File: src/rtl/dm_port_arbiter.sv
// Two-port arbiter for a single-port data memory: CPU port C has priority, DMA port D gets starvation relief and locked bursts.
// Optional statistics counters are built when ARB_STATS_EN is defined.
module dm_port_arbiter #(
  parameter int ADDR_W       = 32,
  parameter int MAX_BURST    = 4,
  parameter int STARVE_LIMIT = 3
) (
  input  logic              clk,
  input  logic              reset,
  input  logic              c_req,
  input  logic [3:0]        c_byteen,
  input  logic [ADDR_W-1:0] c_addr,
  input  logic [31:0]       c_wdata,
  output logic              c_gnt,
  output logic [31:0]       c_rdata,
  output logic              c_rvalid,
  input  logic              d_req,
  input  logic [3:0]        d_byteen,
  input  logic [ADDR_W-1:0] d_addr,
  input  logic [31:0]       d_wdata,
  input  logic              d_lock,
  output logic              d_gnt,
  output logic [31:0]       d_rdata,
  output logic              d_rvalid,
  output logic              m_en,
  output logic [3:0]        m_byteen,
  output logic [ADDR_W-1:0] m_addr,
  output logic [31:0]       m_wdata,
`ifdef ARB_STATS_EN
  output logic [31:0]       stat_c_cnt,
  output logic [31:0]       stat_d_cnt,
  output logic [31:0]       stat_conflict_cnt,
`endif
  input  logic [31:0]       m_rdata
);

  // state | meaning
  // IDLE  | no owner
  // OWN_C | last grant went to C
  // OWN_D | D holds a locked burst, C is refused
  typedef enum logic [1:0] {IDLE, OWN_C, OWN_D} state_t;

  localparam int SW = $clog2(STARVE_LIMIT + 1);
  localparam int BW = $clog2(MAX_BURST + 1);
  localparam logic BURST_OK = (MAX_BURST > 1);

  state_t          state_q, state_d;
  logic [SW-1:0]   starve_q, starve_d;
  logic [BW-1:0]   burst_q, burst_d;
  logic            c_prio_q, c_prio_d;
  logic            c_tag_q, d_tag_q;
  logic            c_win, d_win;

  always_ff @(posedge clk or negedge reset) begin
    if (!reset) begin
      state_q  <= IDLE;
      starve_q <= '0;
      burst_q  <= '0;
      c_prio_q <= 1'b0;
      c_tag_q  <= 1'b0;
      d_tag_q  <= 1'b0;
    end else begin
      state_q  <= state_d;
      starve_q <= starve_d;
      burst_q  <= burst_d;
      c_prio_q <= c_prio_d;
      c_tag_q  <= c_gnt && (c_byteen == 4'b0000);
      d_tag_q  <= d_gnt && (d_byteen == 4'b0000);
    end
  end

  always_comb begin
    state_d  = state_q;
    burst_d  = burst_q;
    c_prio_d = c_prio_q;
    c_win    = 1'b0;
    d_win    = 1'b0;
    case (state_q)
      OWN_D: begin
        if (d_req) begin
          d_win   = 1'b1;
          burst_d = burst_q + BW'(1);
          if (burst_q == BW'(MAX_BURST - 1)) begin
            // forced release: C must win the very next conflict
            state_d  = IDLE;
            burst_d  = '0;
            c_prio_d = 1'b1;
          end else if (!d_lock) begin
            state_d = IDLE;
            burst_d = '0;
          end
        end else begin
          state_d = IDLE;
          burst_d = '0;
        end
      end
      default: begin
        if (c_req && d_req) begin
          c_prio_d = 1'b0;
          if (starve_q == SW'(STARVE_LIMIT) && !c_prio_q) d_win = 1'b1;
          else                                            c_win = 1'b1;
        end else if (c_req) begin
          c_win = 1'b1;
        end else if (d_req) begin
          d_win = 1'b1;
        end
        if (c_win) begin
          state_d = OWN_C;
        end else if (d_win && d_lock && BURST_OK) begin
          state_d = OWN_D;
          burst_d = BW'(1);
        end else begin
          state_d = IDLE;
        end
      end
    endcase
  end

  always_comb begin
    starve_d = starve_q;
    if (d_win)                                       starve_d = '0;
    else if (d_req && starve_q != SW'(STARVE_LIMIT)) starve_d = starve_q + SW'(1);
  end

  // grants are held off while reset is asserted so the memory sees no access
  assign c_gnt = c_win & reset;
  assign d_gnt = d_win & reset;

  assign m_en     = c_gnt | d_gnt;
  assign m_byteen = c_gnt ? c_byteen : (d_gnt ? d_byteen : 4'b0000);
  assign m_addr   = c_gnt ? c_addr   : (d_gnt ? d_addr   : '0);
  assign m_wdata  = c_gnt ? c_wdata  : (d_gnt ? d_wdata  : 32'h0);

  assign c_rdata  = m_rdata;
  assign d_rdata  = m_rdata;
  assign c_rvalid = c_tag_q;
  assign d_rvalid = d_tag_q;

`ifdef ARB_STATS_EN
  always_ff @(posedge clk or negedge reset) begin
    if (!reset) begin
      stat_c_cnt        <= '0;
      stat_d_cnt        <= '0;
      stat_conflict_cnt <= '0;
    end else begin
      if (c_gnt)          stat_c_cnt        <= stat_c_cnt + 32'd1;
      if (d_gnt)          stat_d_cnt        <= stat_d_cnt + 32'd1;
      if (c_req && d_req) stat_conflict_cnt <= stat_conflict_cnt + 32'd1;
    end
  end
`endif

endmodule

File: config.mk
export PLATFORM = sky130hd
export DESIGN_NAME = dm_port_arbiter
export DESIGN_NICKNAME = d
export VERILOG_FILES = /design/src/rtl/dm_port_arbiter.sv
export SDC_FILE = /design/constraint.sdc
export NUM_CORES = 1
export LEC_CHECK = 0
export CORE_AREA = 2 2 119 121
export DETAILED_ROUTE_END_ITERATION = 16
export DIE_AREA = 0 0 121 123
export PLACE_DENSITY = 0.63
export SETUP_SLACK_MARGIN = 0.1
export SYNTH_ARGS = -nofsm -noshare
export SYNTH_HDL_FRONTEND = slang
export SYNTH_SLANG_ARGS = --single-unit
File: constraint.sdc
create_clock -name clk -period 2.4 [get_ports clk]
set_input_delay 0.48 -clock clk [delete_from_list [all_inputs] [get_ports clk]]
set_output_delay 0.48 -clock clk [all_outputs]
set_load 0.02 [all_outputs]
==> metrics.txt <==
Fin Clk Skew between 0.0008 and 0.0009 ns; post-placement setup slack -0.5743 ns; Hold Fails Final Rpt 0; post-synth top area share between 20% and 30%; post-route ant nets 0; Finished Cell Area 3875 µm²; Max FO, Critical Path 15; P_leak 0.001684 µW; core footprint between 10000 and 15000 µm²; port bufs approximately 210; cells after synthesis roughly 350; CP Cell Sequence ha_2 > nand2b_1 > and3_4 > buf_12 > buf_16 > o22ai_2 > buf_4; Die Footprint ~15000 µm²; kind of critical path flip-flop to primary output; CP startpoint kind flip-flop; placed insts around 670; fin cells 679; area grow syn2layout 79.02%; Worst Setup SP starve_q[0]; share of cells above drive strength 1 21.44%; Synth Area per Inst 6.115 µm²; max-cap violation count 0; critical path arrival 1.79 ns; vias in the first global route 2665; peak supply drop 185.4 µV; Seq cells post-synth 10; Warnings, synthesis 0; fmax between 400 and 500 MHz; 1st-pass router iterations 4; WL/cell 13.51 µm; first-pass GRT wire length between 10000 and 15000 µm; Final Net Count slightly below 700; RR Endpoint burst_q[0]; setup slack, reg-to-reg a little over 0.9 ns; Async SR Flop Fraction 100.0%; Vert. Die Dim ~120 µm; row count 43; worst hold slack about 0.36 ns; CP Buf/Inv Count 3; Post-Syn Nets 530; area leader, netlist nand2_1; drt drc 0; Mapped Area ~2200 µm²; Initial Util around 16%; final setup fails 0; Synth cell types 30; Routed WL approximately 9200 µm; DP Wirelength approximately 7300 µm; Via density approximately 4.3; CP Data Required Time between 1.5 and 2 ns; outcome complete, no violations; Post-synth EDFFs 0; IO Count 310; Final period util between 90% and 100%; Chip Width between 100 and 150 µm; Core Util, Final about 28%; max_slew headroom between 70% and 80%; CTS tree built; CTS Buf Count 3; deepest clock path buffer count 2; sequential area share after synthesis 11.56%; CTS Sinks 10; initial antenna violation count 0; Slowest-stage cell, CP dfrtp_1; hold buffer count at CTS 0; placed cell area about 4100 µm²; Slew Limit Fails 0; Total GRT Usage about 11%; diodes inserted 0; R2R depth 4; Clk Latency, worst-skew pair 0.24 ns; reg2reg start burst_q[0]; delay-heaviest family, CP buffers and inverters; Worst-path clk slew roughly 0.040 ns; crit path time final approximately 2.3 ns; GP Congestion 0.7709; RSZ-0062 raised after global routing no; H-tree levels 1; Min-Delay Path Class input port to async pin; initial DRC count slightly below 100; worst slew pin tran 0.3607 ns; pwr/cell area 338.2 nW/µm²; largest net degree at the start of global routing 43; Final WS setup 0.1299 ns; DR vias slightly below 3000; CP max stage delay approximately 0.35 ns; Synth area leaders nand2_1 24%, buf_4 23%, o22ai_1 20%; grt total ovfl 0; ys flop type dfrtp_1; CP endpoint kind primary output; CTS root buffer clkbuf_16
## routing by layer
layer	up-vias	part of all wire, %	track usage, %
li1	1422	-	-
met1	1274	38	12.44
met2	169	49	18.86
met3	24	12	3.506
met4	0	1.7	3.343
met5	-	0	0
## final cells by class
class	instances	area, µm²
Timing Repair Buffer	237	2076
Sequential cell	10	250.2
Inverter	8	30.03
Fill cell	1520	9737
Clock buffer	4	88.84
Tap cell	180	225.2
Multi-Input combinational cell	240	1205
## power by group
group          switching [µW]  internal [µW]
registers                9.27            184
clock network            83.0            251
logic                     378            406
total                     470            840
## repair_timing
action,4_1_cts,5_1_grt
cloned,1,0
buffers inserted,1,1
pin swaps,1,0
hold endpoints to repair,0,0
endpoints found under the setup margin,71,34
gates resized for setup,250,23
## cells in the final DEF, fill, tap and decap left out, drive strengths merged, types with 3 or more instances in the layout
cell / instances
nand2: 141
clkdlybuf4s50: 139
buf: 77
o22ai: 70
clkbuf: 21
dfrtp: 10
inv: 8
nor2: 3
a21oi: 3
or4: 3
ha: 3
## cell usage after synthesis, types with 2 or more instances
cell        n
inv_1       7
buf_2      11
clkbuf_1    8
buf_6      10
or4_1       2
nor2_1      3
nand2_1   141
o21ai_0     2
dfrtp_1    10
a21oi_1     3
buf_4      67
ha_1        3
o22ai_1    70
## worst min-delay path, stage by stage
cell   delay [ns]
buf_2        0.11
buf_4        0.18
buf_4        0.15
## state kept, by name (all words and copies together), names as in the netlist
name      cells
d_rvalid      1
burst_q       3
state_q       2
starve_q      2
c_rvalid      1
c_prio_q      1
## kinds of logic (layout without fill, tap and decap cells)
family / count (synthesis) / in the layout / synth area share, %
flops: 10 / 10 / 11.56
simple gates: 157 / 157 / 29.54
fa+ha+maj: 3 / 3 / 1.734
buf+inv: 104 / 249 / 33.76
compound gates: 79 / 79 / 22.95
mux: 1 / 1 / 0.4624
## worst max path at each step
stage,depth (start not counted),to
final,7,m_addr[10]
after floorplan,7,m_addr[30]
after detailed placement,6,m_wdata[4]
after CTS,6,m_wdata[26]
after global routing,7,m_addr[10]
after global placement,6,m_wdata[4]
## per-stage QoR
stage	total power (µW)	setup TNS, ns
2_1_floorplan	719.2	0
3_3_place_gp	1022	-29.47
3_5_place_dp	1033	-32.32
4_1_cts	1330	0
5_1_grt	1385	0
6_report	1311	0
No activity file was read; power rests on OpenSTA's default activity.
